`src/rtl/camera_emulator_if.sv`:
```
// Pin bundle between the camera driver's I2C master / blob source and the camera emulator.
interface camera_emulator_if;
  logic       i2c_scl;
  logic       i2c_sda_in;
  logic       i2c_sda;
  logic       i2c_sda_dir;
  logic [9:0] blob_x;
  logic [9:0] blob_y;
  logic       blob_valid;
  logic       cfg_wr;
  logic [7:0] cfg_addr;
  logic [7:0] cfg_data;
  logic       busy;

  modport master (
    output i2c_scl, i2c_sda_in, blob_x, blob_y, blob_valid,
    input  i2c_sda, i2c_sda_dir, cfg_wr, cfg_addr, cfg_data, busy
  );

  modport slave (
    input  i2c_scl, i2c_sda_in, blob_x, blob_y, blob_valid,
    output i2c_sda, i2c_sda_dir, cfg_wr, cfg_addr, cfg_data, busy
  );
endinterface

```
`src/rtl/camera_emulator.sv`:
```
// I2C responder emulating the IR camera: config register writes, pointer write,
// and a 16-byte position report carrying one blob in the 3-byte extended format.
module camera_emulator #(
  parameter logic [6:0] I2C_ADDR   = 7'h58,
  parameter logic [7:0] DATA_REG   = 8'h36,
  parameter int         REPORT_LEN = 16
) (
  input  logic              clk,
  input  logic              reset_n,
  camera_emulator_if.slave  bus
);
  localparam int IW = $clog2(REPORT_LEN + 1);
  localparam logic [IW-1:0] IDX_MAX = IW'(REPORT_LEN);

  typedef enum logic [2:0] {IDLE, ADDR, ACK_A, WR_REG, WR_DATA, RD_BYTE, RD_ACK, DONE} state_e;

  state_e        state_q;
  logic [1:0]    scl_sync_q, sda_sync_q;
  logic          scl_prev_q, sda_prev_q;
  logic [3:0]    cnt_q;
  logic [7:0]    sh_q, ptr_q;
  logic [IW-1:0] idx_q;
  logic [9:0]    sx_q, sy_q;
  logic          sv_q;
  logic          dir_q, busy_q, cfg_wr_q;
  logic [7:0]    cfg_addr_q, cfg_data_q;

  logic       scl_s, sda_s, scl_rise, scl_fall, start_c, stop_c;
  logic [7:0] sh_d, cur_byte, first_byte;
  logic [2:0] bsel;

  function automatic logic [7:0] rpt_byte(input logic [7:0] ptr, input logic [IW-1:0] idx,
                                          input logic [9:0] x, input logic [9:0] y, input logic v);
    logic [7:0] r;
    r = 8'hFF;
    if (ptr != DATA_REG)          r = 8'h00;
    else if (idx == IW'(0))       r = 8'h00;
    else if (idx >= IW'(4) || !v) r = 8'hFF;
    else if (idx == IW'(1))       r = x[7:0];
    else if (idx == IW'(2))       r = y[7:0];
    else                          r = {y[9:8], x[9:8], 4'h0};
    return r;
  endfunction

  // Synchronizer runs through reset so edge detection is primed when reset lifts.
  always_ff @(posedge clk) begin
    scl_sync_q <= {scl_sync_q[0], bus.i2c_scl};
    sda_sync_q <= {sda_sync_q[0], bus.i2c_sda_in};
    scl_prev_q <= scl_sync_q[1];
    sda_prev_q <= sda_sync_q[1];
  end

  assign scl_s    = scl_sync_q[1];
  assign sda_s    = sda_sync_q[1];
  assign scl_rise = scl_s & ~scl_prev_q;
  assign scl_fall = ~scl_s & scl_prev_q;
  // SCL high in both samples means no SCL edge this cycle, so SCL edges win.
  assign start_c  = ~sda_s & sda_prev_q & scl_s & scl_prev_q;
  assign stop_c   = sda_s & ~sda_prev_q & scl_s & scl_prev_q;

  assign sh_d       = {sh_q[6:0], sda_s};
  assign bsel       = 3'(4'd7 - cnt_q);
  assign cur_byte   = rpt_byte(ptr_q, idx_q, sx_q, sy_q, sv_q);
  assign first_byte = rpt_byte(ptr_q, '0, bus.blob_x, bus.blob_y, bus.blob_valid);

  always_ff @(posedge clk) begin
    if (!reset_n) begin
      state_q    <= IDLE;
      cnt_q      <= '0;
      sh_q       <= '0;
      ptr_q      <= '0;
      idx_q      <= '0;
      sx_q       <= '0;
      sy_q       <= '0;
      sv_q       <= 1'b0;
      dir_q      <= 1'b0;
      busy_q     <= 1'b0;
      cfg_wr_q   <= 1'b0;
      cfg_addr_q <= '0;
      cfg_data_q <= '0;
    end else begin
      cfg_wr_q <= 1'b0;
      if (start_c) begin
        state_q <= ADDR;
        cnt_q   <= '0;
        busy_q  <= 1'b1;
        dir_q   <= 1'b0;
      end else if (stop_c) begin
        state_q <= IDLE;
        busy_q  <= 1'b0;
        dir_q   <= 1'b0;
      end else begin
        unique case (state_q)
          ADDR: begin
            if (scl_rise && cnt_q < 4'd8) begin
              sh_q  <= sh_d;
              cnt_q <= cnt_q + 4'd1;
              if (cnt_q == 4'd7 && sh_d[7:1] != I2C_ADDR) begin
                state_q <= IDLE;
                busy_q  <= 1'b0;
              end
            end else if (scl_fall && cnt_q == 4'd8) begin
              dir_q   <= 1'b1;
              state_q <= ACK_A;
            end
          end
          ACK_A: begin
            if (scl_fall) begin
              if (sh_q[0]) begin
                sx_q    <= bus.blob_x;
                sy_q    <= bus.blob_y;
                sv_q    <= bus.blob_valid;
                idx_q   <= '0;
                dir_q   <= ~first_byte[7];
                cnt_q   <= 4'd1;
                state_q <= RD_BYTE;
              end else begin
                dir_q   <= 1'b0;
                cnt_q   <= '0;
                state_q <= WR_REG;
              end
            end
          end
          // cnt 0..7 shifting, 8 = byte complete (ACK next fall), 9 = ACK on bus.
          WR_REG, WR_DATA: begin
            if (scl_rise && cnt_q < 4'd8) begin
              sh_q  <= sh_d;
              cnt_q <= cnt_q + 4'd1;
              if (cnt_q == 4'd7 && state_q == WR_DATA) begin
                cfg_wr_q   <= 1'b1;
                cfg_addr_q <= ptr_q;
                cfg_data_q <= sh_d;
                ptr_q      <= ptr_q + 8'd1;
              end
            end else if (scl_fall && cnt_q == 4'd8) begin
              dir_q <= 1'b1;
              cnt_q <= 4'd9;
              if (state_q == WR_REG) ptr_q <= sh_q;
            end else if (scl_fall && cnt_q == 4'd9) begin
              dir_q   <= 1'b0;
              cnt_q   <= '0;
              state_q <= WR_DATA;
            end
          end
          RD_BYTE: begin
            if (scl_fall) begin
              if (cnt_q == 4'd8) begin
                dir_q   <= 1'b0;
                cnt_q   <= '0;
                state_q <= RD_ACK;
              end else begin
                dir_q <= ~cur_byte[bsel];
                cnt_q <= cnt_q + 4'd1;
              end
            end
          end
          RD_ACK: begin
            if (scl_rise) begin
              if (!sda_s) begin
                if (idx_q < IDX_MAX) idx_q <= idx_q + 1'b1;
                cnt_q <= 4'd1;
              end else begin
                state_q <= DONE;
              end
            end else if (scl_fall && cnt_q == 4'd1) begin
              dir_q   <= ~cur_byte[7];
              state_q <= RD_BYTE;
            end
          end
          default: ;
        endcase
      end
    end
  end

  assign bus.i2c_sda     = 1'b0;
  assign bus.i2c_sda_dir = dir_q;
  assign bus.cfg_wr      = cfg_wr_q;
  assign bus.cfg_addr    = cfg_addr_q;
  assign bus.cfg_data    = cfg_data_q;
  assign bus.busy        = busy_q;
endmodule
```
`src/flat_wrapper.sv`:
```
// flat-port wrapper written by rule: the top's interface ports become plain ports
module camera_emulator_flat 
#(
  parameter logic [6:0] I2C_ADDR   = 7'h58,
  parameter logic [7:0] DATA_REG   = 8'h36,
  parameter int         REPORT_LEN = 16
)
  (clk, reset_n, bus_i2c_scl, bus_i2c_sda_in, bus_blob_x, bus_blob_y, bus_blob_valid, bus_i2c_sda, bus_i2c_sda_dir, bus_cfg_wr, bus_cfg_addr, bus_cfg_data, bus_busy);
  camera_emulator_if bus_i ();
  input  logic clk;
  input  logic reset_n;
  input wire logic [$bits(bus_i.i2c_scl)-1:0] bus_i2c_scl;
  input wire logic [$bits(bus_i.i2c_sda_in)-1:0] bus_i2c_sda_in;
  input wire logic [$bits(bus_i.blob_x)-1:0] bus_blob_x;
  input wire logic [$bits(bus_i.blob_y)-1:0] bus_blob_y;
  input wire logic [$bits(bus_i.blob_valid)-1:0] bus_blob_valid;
  output wire logic [$bits(bus_i.i2c_sda)-1:0] bus_i2c_sda;
  output wire logic [$bits(bus_i.i2c_sda_dir)-1:0] bus_i2c_sda_dir;
  output wire logic [$bits(bus_i.cfg_wr)-1:0] bus_cfg_wr;
  output wire logic [$bits(bus_i.cfg_addr)-1:0] bus_cfg_addr;
  output wire logic [$bits(bus_i.cfg_data)-1:0] bus_cfg_data;
  output wire logic [$bits(bus_i.busy)-1:0] bus_busy;
  assign bus_i.i2c_scl = bus_i2c_scl;
  assign bus_i.i2c_sda_in = bus_i2c_sda_in;
  assign bus_i.blob_x = bus_blob_x;
  assign bus_i.blob_y = bus_blob_y;
  assign bus_i.blob_valid = bus_blob_valid;
  assign bus_i2c_sda = bus_i.i2c_sda;
  assign bus_i2c_sda_dir = bus_i.i2c_sda_dir;
  assign bus_cfg_wr = bus_i.cfg_wr;
  assign bus_cfg_addr = bus_i.cfg_addr;
  assign bus_cfg_data = bus_i.cfg_data;
  assign bus_busy = bus_i.busy;
  camera_emulator #(.I2C_ADDR(I2C_ADDR), .DATA_REG(DATA_REG), .REPORT_LEN(REPORT_LEN)) u_core (.clk(clk), .reset_n(reset_n), .bus(bus_i));
endmodule
```
`config.mk`:
```
export PLATFORM = sky130hd
export DESIGN_NAME = camera_emulator_flat
export DESIGN_NICKNAME = d
export VERILOG_FILES = /design/src/rtl/camera_emulator_if.sv /design/src/rtl/camera_emulator.sv /design/src/flat_wrapper.sv
export SDC_FILE = /design/constraint.sdc
export NUM_CORES = 1
export LEC_CHECK = 0
export BUFFER_PORTS_ARGS = -buffer_cell sky130_fd_sc_hd__buf_2
export CAP_MARGIN = 40
export CORE_MARGIN = 2
export CORE_UTILIZATION = 60
export CTS_CLUSTER_SIZE = 20
export DETAILED_ROUTE_END_ITERATION = 12
export PLACE_DENSITY = 0.81
export SLEW_MARGIN = 30
export SYNTH_ARGS = -nofsm -noshare
export SYNTH_HDL_FRONTEND = slang
export SYNTH_SLANG_ARGS = --single-unit
```
`constraint.sdc`:
```
create_clock -name clk -period 3.65 [get_ports clk]
set_input_delay 0.9125 -clock clk [delete_from_list [all_inputs] [get_ports clk]]
set_output_delay 0.9125 -clock clk [all_outputs]
set_load 0.05 [all_outputs]
```
Yosys cells after proc, flatten, opt, wreduce, memory -nomap -nowiden. Cells that the tools add are included.

Word-level logic and storage cells: 185. Bits of input ports: 25. Output and inout port bits: 20. Register bits after elaboration: 74.

Eq/ne operators: 46. Bitwise logic cells: 19. Reduce and logical (&&, ||, !) cells: 32. $add $sub $neg: 4. $lt $le $gt $ge: 4. Muxes and demuxes: 62.

Operators with widths (count): 8-bit two-way mux (9); 3-bit two-way mux (13); 4-bit two-way mux (9); 5-bit two-way mux (5); 11-bit AND reduction (2); 1-bit two-way mux (21); 2-bit by 1-bit != test with 1-bit output (second input constant) (10); 4-bit by 1-bit != test with 1-bit output (second input constant) (5); 4-bit one-hot mux with 5 select lines (1); 8-bit AND reduction (2); 3-bit one-hot mux with 5 select lines (1); 2-bit != test (second input constant) (6); 1-bit NOT (11); 5-bit by 1-bit != test with 1-bit output (second input constant) (2); 5-bit one-hot mux with 2 select lines (1); 5-bit AND reduction (2); 3-bit == test (second input constant) (3); 3-bit by 1-bit != test with 1-bit output (second input constant) (3); 9-bit AND reduction (1); 3-bit nonzero test (3); 8-bit by 1-bit adder with 8-bit output (second input constant) (1); 1-bit bitwise AND (8); 4-bit == test (second input constant) (2); 4-bit by 2-bit != test with 1-bit output (second input constant) (2); other kinds (34) (44).

Longest topological paths before layout. Gate-level depths: netlist (run 1).

Depth after elaboration: 12. Depth in mapped cells: 9. Gate-level depth less buffers: 8.

Worst setup path after synthesis (run 1). OpenSTA, ideal clock, no wires.

Path type: register to register. Start: register u_core.idx_q[0]. End: register u_core.dir_q, in the netlist u_core.bus.i2c_sda_dir. Arrival: 1836 ps. Data required time: 3510 ps. Stages on the path, launching flop included: 9. Setup time: 140 ps. Buffers on the path: 0. Slack: 1674 ps. Period minus slack after synthesis: 1976 ps. Cell sequence: dfxtp_1 -> inv_1 -> ha_1 -> or4b_1 -> mux2i_1 -> a221oi_1 -> o21ai_1 -> a211oi_1 -> a211oi_1.

Longest elaborated chain between the ends: 12. Elaborated cells on any way between the ends: 19. Those cells by class: order compare (1); eq/ne (2); mux (12); bitwise (2); reduce/logical (2).

RTL lines: start, declared (RTL line camera_emulator.sv:22) `logic [IW-1:0] idx_q;`; start signal, assigned (RTL line camera_emulator.sv:160) `if (idx_q < IDX_MAX) idx_q <= idx_q + 1'b1;`; branches (longest 4 deep; another with 5-bit by 3-bit greater-or-equal comparator with 1-bit output); 8-bit two-way mux (*) (RTL line camera_emulator.sv:37) `else if (idx == IW'(0)) r = 8'h00;`; 8-bit two-way mux (*) (RTL line camera_emulator.sv:36) `if (ptr != DATA_REG) r = 8'h00;`; 1-bit binary-select mux with 3-bit select (RTL line camera_emulator.sv:152) `dir_q <= ~cur_byte[bsel];`; 1-bit two-way mux (not written as such) (RTL line camera_emulator.sv:152); 1-bit NOT (RTL line camera_emulator.sv:152); 1-bit two-way mux (RTL line camera_emulator.sv:147) `if (cnt_q == 4'd8) begin`; 1-bit two-way mux (RTL line camera_emulator.sv:146) `if (scl_fall) begin`; 1-bit one-hot mux with 5 select lines (*) (RTL line camera_emulator.sv:93) `unique case (state_q)`; end signal, assigned (RTL line camera_emulator.sv:114) `dir_q <= ~first_byte[7];`; end signal, assigned (RTL line camera_emulator.sv:152); end signal, assigned (RTL line camera_emulator.sv:166) `dir_q <= ~cur_byte[7];`; end, declared (RTL line camera_emulator.sv:25) `logic dir_q, busy_q, cfg_wr_q;`.

Every way passes the cells marked *. The select of a mux whose other input is x is not followed. A chain may end at the register's enable or synchronous reset.

Worst setup path in the final report (run 1).
Start: register u_core.cnt_q[0]. End: register u_core.ptr_q[7].

Longest elaborated chain between the ends: 4. Elaborated cells on any way between the ends: 11. Those cells by class: order compare (1); eq/ne (3); mux (1); reduce/logical (6).

RTL lines: start, declared (RTL line camera_emulator.sv:20) `logic [3:0] cnt_q;`; start signal, assigned (RTL line camera_emulator.sv:97) `cnt_q <= cnt_q + 4'd1;`; start signal, assigned (RTL line camera_emulator.sv:128) `cnt_q <= cnt_q + 4'd1;`; start signal, assigned (RTL line camera_emulator.sv:153) `cnt_q <= cnt_q + 4'd1;`; 4-bit less-than comparator, or another cell as far along (RTL line camera_emulator.sv:126) `if (scl_rise && cnt_q < 4'd8) begin`; 1-bit logical AND, on equally long branches (RTL line camera_emulator.sv:126, camera_emulator.sv:129, camera_emulator.sv:135); 2-bit != test (no source line) or 2-bit nonzero test (tied branches); 6-bit AND reduction (no source line); end signal, assigned (RTL line camera_emulator.sv:133) `ptr_q <= ptr_q + 8'd1;`; end signal, assigned (RTL line camera_emulator.sv:138) `if (state_q == WR_REG) ptr_q <= sh_q;`; end, declared (RTL line camera_emulator.sv:21) `logic [7:0] sh_q, ptr_q;`.

Parallel ways exist; a longest one is shown, timed or not.

==> results.yml, run 1 <==
run_status:
  run_status: "finished, final reports clean"
synth:
  syn_inst: 498
  ys.flop_type: "dfxtp_1"
  synth_seq_area_share: 0.3626
  syn-mean-instance-area_um2: 8.203
  synth_enable_flop_cells: 0
  syn-num-nets: 531
  async_flop_share: 0
  syn_area_um2: 4085
  synth.distinct_cells: 73
  yosysWarnings: 0
  ys_ff_latch: 74
global_routing:
  grt-ovfl-total: 0
  grt_pass1_vias: 3251
  grt_pass1_wl_mm: 16.04
  antenna_found_initial: 0
  grtUsageTotal: 0.2707
  grt_max_degree: 56
worst_setup_path:
  r2r-start: "u_core.cnt_q[0]"
  cp_num_buf_inv: 0
  cp_slowest_stage_delay_ns: 0.82
  startpoint_type: "flip-flop"
  critPathTopFamily: "compound AO/OA/AOI/OAI gates"
  critPathSlowestCell: "dfxtp_1"
  worstPathRequired_ns: 3.89
  r2r_slack_ns: 0.70
  r2r_cells: 7
  worstPathMaxFanout: 17
  cp_cell_sequence: "ha_1 > and3b_1 > nand3_1 > a221oi_2 > o21ai_0 > a22oi_1 > nor2b_1"
  crit_cells: 7
  r2r_end: "u_core.ptr_q[7]"
  critPathKind: "reg -> reg"
  crit_arrival_ns: 3.19
  critPathCaptureType: "flip-flop"
drt:
  final_antenna_net_count: 0
  viasPerCell: 6.152
  drtIter0Drc: 359
  drc: 0
  vias: 3722
  wl_per_cell_um: 16.14
  wirelength_mm: 9.766
  first_pass_iters: 5
cells_and_area:
  fillers: 553
  antennaDiodeCount: 0
  fin_nets: 553
  mostFrequentLayoutCell: "nand2_1"
  stdcell_count: 605
  fin_area_um2: 4506
  final_cell_mix: "96 x nand2_1, 74 x dfxtp_1, 43 x buf_2"
  drive_gt1_frac: 0.1562
  synthToLayoutAreaGrowth_pct: 10.29
power:
  leakagePower_nw: 1.656
  peakVddDrop_uv: 326.7
  powerDensity_nw_per_um2: 364.7
timing:
  rsz0062_at_grt: "no"
  slew_headroom: 0.4902
  period_minus_slack_ns: 2.950
  finalMaxSlewViolations: 0
  fin_crit_sh: 0.8082
  worstMarginPinSlew_ns: 0.7637
  skew_ns: 0.008840
  setup_viol: 0
  fmax_ghz: 0.3390
  fin_setup_tns_ns: 0
  hold_violations: 0
cts:
  cts_buffers: 9
  cts_tree: "done"
  cts_hold_buf: 0
  cts_setup_buffers: 0
  clkLatencyLatePin_ns: 0.36
  path_clk_slew_ns: 0.08
  cts_resized: 0
  clockRootBuffer: "clkbuf_8"
  cts.sinks: 74
  clock_path_buffers: 2
  htreeDepth: 3
floorplanning:
  initial_core_util: 0.6114
  die_width_um: 86.52
  pin_count: 45
  core_um2: 6681
  dieArea_um2: 7485
  dieHeight_um: 86.52
  rows: 30
min_path:
  hp-start: "u_core.sda_sync_q[0]"
  hold_path.class: "reg -> reg"
  min_path_cells: 0
  hold_path_end: "u_core.sda_sync_q[1]"
place:
  finalWeightedCongestion: 0.9256
  numPortBuffers: 43
  dp_hpwl_mm: 6.714
  dpl_cell_area_um2: 4270
  dp.cells: 589
job:
  cap_violations: 0
[registers in the layout, indices dropped and copies added, names as in the netlist, 2 cells and up]
signal / flops
u_core.state_q: 3
u_core.idx_q: 5
u_core.cnt_q: 4
u_core.sda_sync_q: 2
u_core.scl_sync_q: 2
u_core.ptr_q: 8
u_core.sx_q: 10
u_core.sy_q: 10
u_core.sh_q: 8
u_core.bus.cfg_addr: 8
u_core.bus.cfg_data: 8
[per-layer routing]
layer,vias to the layer above,GRT usage,share of wire
met3,15,0.05810,0.073
li1,1797,-,-
met2,152,0.4084,0.45
met4,0,0.09091,0.017
met5,-,0,0
met1,1758,0.3853,0.46
[cells in the mapped netlist, types with 2 or more instances]
master,number,share of area
dfxtp_1,74,0.36
nand2b_1,9,0.014
o21ai_2,2,0.0043
a221oi_2,2,0.0074
and2_1,4,0.0061
a21oi_1,19,0.023
o211ai_1,3,0.0055
nor2_1,37,0.034
and3_1,4,0.0061
buf_2,11,0.013
a211oi_1,6,0.011
o21a_1,4,0.0074
nand2_1,96,0.088
a21boi_1,4,0.0074
and4_1,2,0.0043
nand4_1,5,0.0077
buf_4,2,0.0037
a31oi_1,4,0.0061
or3b_1,2,0.0043
clkbuf_1,20,0.018
xnor2_1,2,0.0043
nor2b_1,17,0.026
xor2_1,2,0.0043
nor4_1,2,0.0031
and3b_1,2,0.0043
nand4b_1,3,0.0064
a211o_1,3,0.0064
buf_1,3,0.0028
a41oi_1,2,0.0043
o22ai_1,3,0.0046
mux2i_1,16,0.039
inv_1,7,0.0064
a21boi_0,38,0.070
a311o_1,2,0.0049
nand3_1,10,0.012
nand3b_1,5,0.0092
or4b_1,2,0.0049
a221oi_1,4,0.0086
buf_6,2,0.0055
nor3_1,3,0.0037
ha_1,8,0.025
mux4_2,2,0.011
o21ai_0,14,0.017
o21ai_1,7,0.0086
[final cells by class]
| class | instances | area (um2) | share of cell area |
|---|---|---|---|
| clock buffers | 10 | 137.6 | 0.03055 |
| clock inverters | 6 | 97.59 | 0.02166 |
| inverters | 8 | 30.03 | 0.006665 |
| multi-input cells | 378 | 2395 | 0.5315 |
| flip-flops and latches | 74 | 1481 | 0.3288 |
| well taps | 80 | 100.1 | 0.02222 |
| repair buffers | 49 | 264.0 | 0.05859 |
[how the worst max path moves through the flow]
stage	startpoint	end	slack [ns]
6_report	u_core.cnt_q[0]	u_core.ptr_q[7]	0.70
3_5_place_dp	u_core.cnt_q[0]	u_core.ptr_q[7]	0.76
4_1_cts	u_core.cnt_q[0]	u_core.ptr_q[7]	0.76
5_1_grt	u_core.cnt_q[0]	u_core.ptr_q[2]	0.49
3_3_place_gp	u_core.cnt_q[0]	u_core.ptr_q[2]	0.88
2_1_floorplan	u_core.idx_q[0]	u_core.bus.i2c_sda_dir	1.67
[stage by stage]
stage / utilization / power (mW) / setup slack [ns] / hold WS (ns)
after global routing: 0.6743 / 1.698 / 0.4936 / 0.3343
after detailed placement: 0.6391 / 0.9216 / 0.7582 / 0.3150
after CTS: 0.6743 / 1.650 / 0.7566 / 0.3379
after global placement: 0.6375 / 0.9196 / 0.8802 / 0.3121
after floorplan: - / 0.8967 / 1.674 / 0.3096
final: 0.6743 / 1.643 / 0.7002 / 0.3344
[cells by family after synthesis]
family                     after synthesis  share of synthesized area
and+or+nand+nor                        215                     0.2720
AOI/OAI and AO/OA                      132                     0.2300
DFF                                     74                     0.3626
buffers and inverters                   46                    0.05115
muxes                                   18                    0.05023
adders and majority gates                8                    0.02450
xor gates and xnor gates                 4                   0.008577
other                                    1                  0.0009180
[worst register-to-register path, cell delays in order (launching register included)]
cell and delay, ns:
dfxtp_1 0.82, ha_1 0.29, and3b_1 0.24, nand3_1 0.41, a221oi_2 0.68, o21ai_0 0.17, a22oi_1 0.18, nor2b_1 0.06
[power by group]
part	internal (mW)	total, mW	switching [mW]	leakage (nW)
combinational	0.0344	0.0813	0.0469	0.939
clock	0.413	0.739	0.326	0.119
sequential	0.812	0.823	0.0117	0.598
total	1.26	1.64	0.384	1.66
No activity file was read; power rests on OpenSTA's default activity.
==> run 2, diff against run 1 <==
--- a/config.mk
+++ b/config.mk
@@ -8,10 +8,10 @@
 export BUFFER_PORTS_ARGS = -buffer_cell sky130_fd_sc_hd__buf_2
 export CAP_MARGIN = 40
 export CORE_MARGIN = 2
-export CORE_UTILIZATION = 60
+export CORE_UTILIZATION = 59
 export CTS_CLUSTER_SIZE = 20
 export DETAILED_ROUTE_END_ITERATION = 12
-export PLACE_DENSITY = 0.81
+export PLACE_DENSITY = 0.8
 export SLEW_MARGIN = 30
 export SYNTH_ARGS = -nofsm -noshare
 export SYNTH_HDL_FRONTEND = slang
==> constraint.sdc (replaced) <==
create_clock -name clk -period 2.85 [get_ports clk]
set_input_delay 0.7125 -clock clk [delete_from_list [all_inputs] [get_ports clk]]
set_output_delay 0.7125 -clock clk [all_outputs]
set_load 0.05 [all_outputs]
==> run 2 against run 1 <==
  * Maximum frequency rose by 24%
  * Routed wire length rose by 1.2%
  * Non-clock buffer count rose by 7
  * Critical path type unchanged
  * Largest power group unchanged
==> results.yml, run 2 (same netlist as run 1, synthesis figures left out) <==
run_status:
  run_status: "finished, final reports clean"
floorplanning:
  rows: 30
  core_um2: 6756
  dieHeight_um: 87.21
  dieArea_um2: 7606
  die_width_um: 87.21
  initial_core_util: 0.6046
  pin_count: 45
cts:
  clock_path_buffers: 2
  cts_buffers: 9
  htreeDepth: 3
  cts.sinks: 74
  cts_resized: 0
  cts_tree: "done"
  path_clk_slew_ns: 0.08
  clkLatencyLatePin_ns: 0.36
  cts_setup_buffers: 0
  clockRootBuffer: "clkbuf_8"
  cts_hold_buf: 0
timing:
  setup_ws_ns: 0.4732
  setup_viol: 0
  fin_crit_sh: 0.8340
  worstMarginPinSlew_ns: 0.7529
  skew_ns: 0.01295
  hold_violations: 0
  fmax_ghz: 0.4207
  period_minus_slack_ns: 2.377
  slew_headroom: 0.4927
  holdWs_ns: 0.3306
  fin_setup_tns_ns: 0
  rsz0062_at_grt: "no"
  finalMaxSlewViolations: 0
power:
  powerDensity_nw_per_um2: 455.6
  peakVddDrop_uv: 391.5
  leakagePower_nw: 1.682
  p_total_mw: 2.071
drt:
  drc: 0
  wl_per_cell_um: 16.18
  drtIter0Drc: 327
  wirelength_mm: 9.887
  viasPerCell: 6.121
  final_antenna_net_count: 0
  first_pass_iters: 5
  vias: 3740
worst_setup_path:
  critPathTopFamily: "compound AO/OA/AOI/OAI gates"
  startpoint_type: "flip-flop"
  cp_slowest_stage_delay_ns: 0.62
  crit_arrival_ns: 2.62
  r2r_cells: 7
  worstPathRequired_ns: 3.10
  critPathCaptureType: "flip-flop"
  crit_cells: 7
  critPathKind: "reg -> reg"
  worstPathMaxFanout: 11
  critPathSlowestCell: "dfxtp_1"
  cp_num_buf_inv: 0
  cp_cell_sequence: "ha_1 > and3b_1 > nand3_1 > a221oi_2 > o21ai_0 > a22oi_1 > nor2b_1"
global_routing:
  grt_pass1_vias: 3410
  grtUsageTotal: 0.2809
  grt-ovfl-total: 0
  grt_pass1_wl_mm: 16.84
  antenna_found_initial: 0
  grt_max_degree: 57
place:
  finalWeightedCongestion: 0.9730
  dp_hpwl_mm: 6.896
  dpl_cell_area_um2: 4332
  dp_slack_ns: 0.4948
  dp.cells: 596
  numPortBuffers: 43
cells_and_area:
  mostFrequentLayoutCell: "nand2_1"
  stdcell_count: 611
  fin_nets: 560
  fin_area_um2: 4546
  synthToLayoutAreaGrowth_pct: 11.27
  fillers: 552
  seq_area_um2: 1481
  antennaDiodeCount: 0
  reg_top3: "u_core.sx_q: 10 flops, u_core.sy_q: 10 flops"
  multiInputGateArea_um2: 2395
  final_cell_mix: "96 x nand2_1, 74 x dfxtp_1, 43 x buf_2"
  utilization: 0.6728
  drive_gt1_frac: 0.1657
min_path:
  min_path_cells: 0
  hold_path.class: "reg -> reg"
job:
  cap_violations: 0
## run 2: worst paths after layout
kind / start / end / slack [ns]
worst max-delay path: u_core.cnt_q[1] / u_core.ptr_q[7] / 0.47
worst max register to register: u_core.cnt_q[1] / u_core.ptr_q[7] / 0.47
worst min-delay path: u_core.sda_sync_q[0] / u_core.sda_sync_q[1] / 0.33
worst min register to register: u_core.sda_sync_q[0] / u_core.sda_sync_q[1] / 0.33
## run 2: power by group
| part | switching [mW] | total, mW | leakage, nW | internal (mW) |
|---|---|---|---|---|
| combinational | 0.0645 | 0.114 | 0.978 | 0.0495 |
| sequential | 0.0128 | 1.05 | 0.598 | 1.04 |
| clock | 0.414 | 0.905 | 0.106 | 0.491 |
| total | 0.491 | 2.07 | 1.68 | 1.58 |
## run 2: worst reg2reg max path, stage by stage (launching register included)
cell and delay, ns:
dfxtp_1 0.62, ha_1 0.26, and3b_1 0.25, nand3_1 0.17
a221oi_2 0.56, o21ai_0 0.18, a22oi_1 0.17, nor2b_1 0.06
## run 2: area by class of cell
| type | instances | share of cell area |
|---|---|---|
| clock inverters | 6 | 0.01982 |
| repair buffers | 56 | 0.07157 |
| inverters | 8 | 0.006606 |
| flip-flops and latches | 74 | 0.3259 |
| clock buffers | 9 | 0.02725 |
| multi-input cells | 378 | 0.5268 |
| well taps | 80 | 0.02202 |
## run 2: metal layers
| layer | vias up | global-route usage | part of all wire |
|---|---|---|---|
| li1 | 1807 | - | - |
| met1 | 1767 | 0.3842 | 0.45 |
| met2 | 148 | 0.4400 | 0.47 |
| met3 | 18 | 0.06540 | 0.068 |
| met4 | 0 | 0.09091 | 0.015 |
| met5 | - | 0 | 0 |
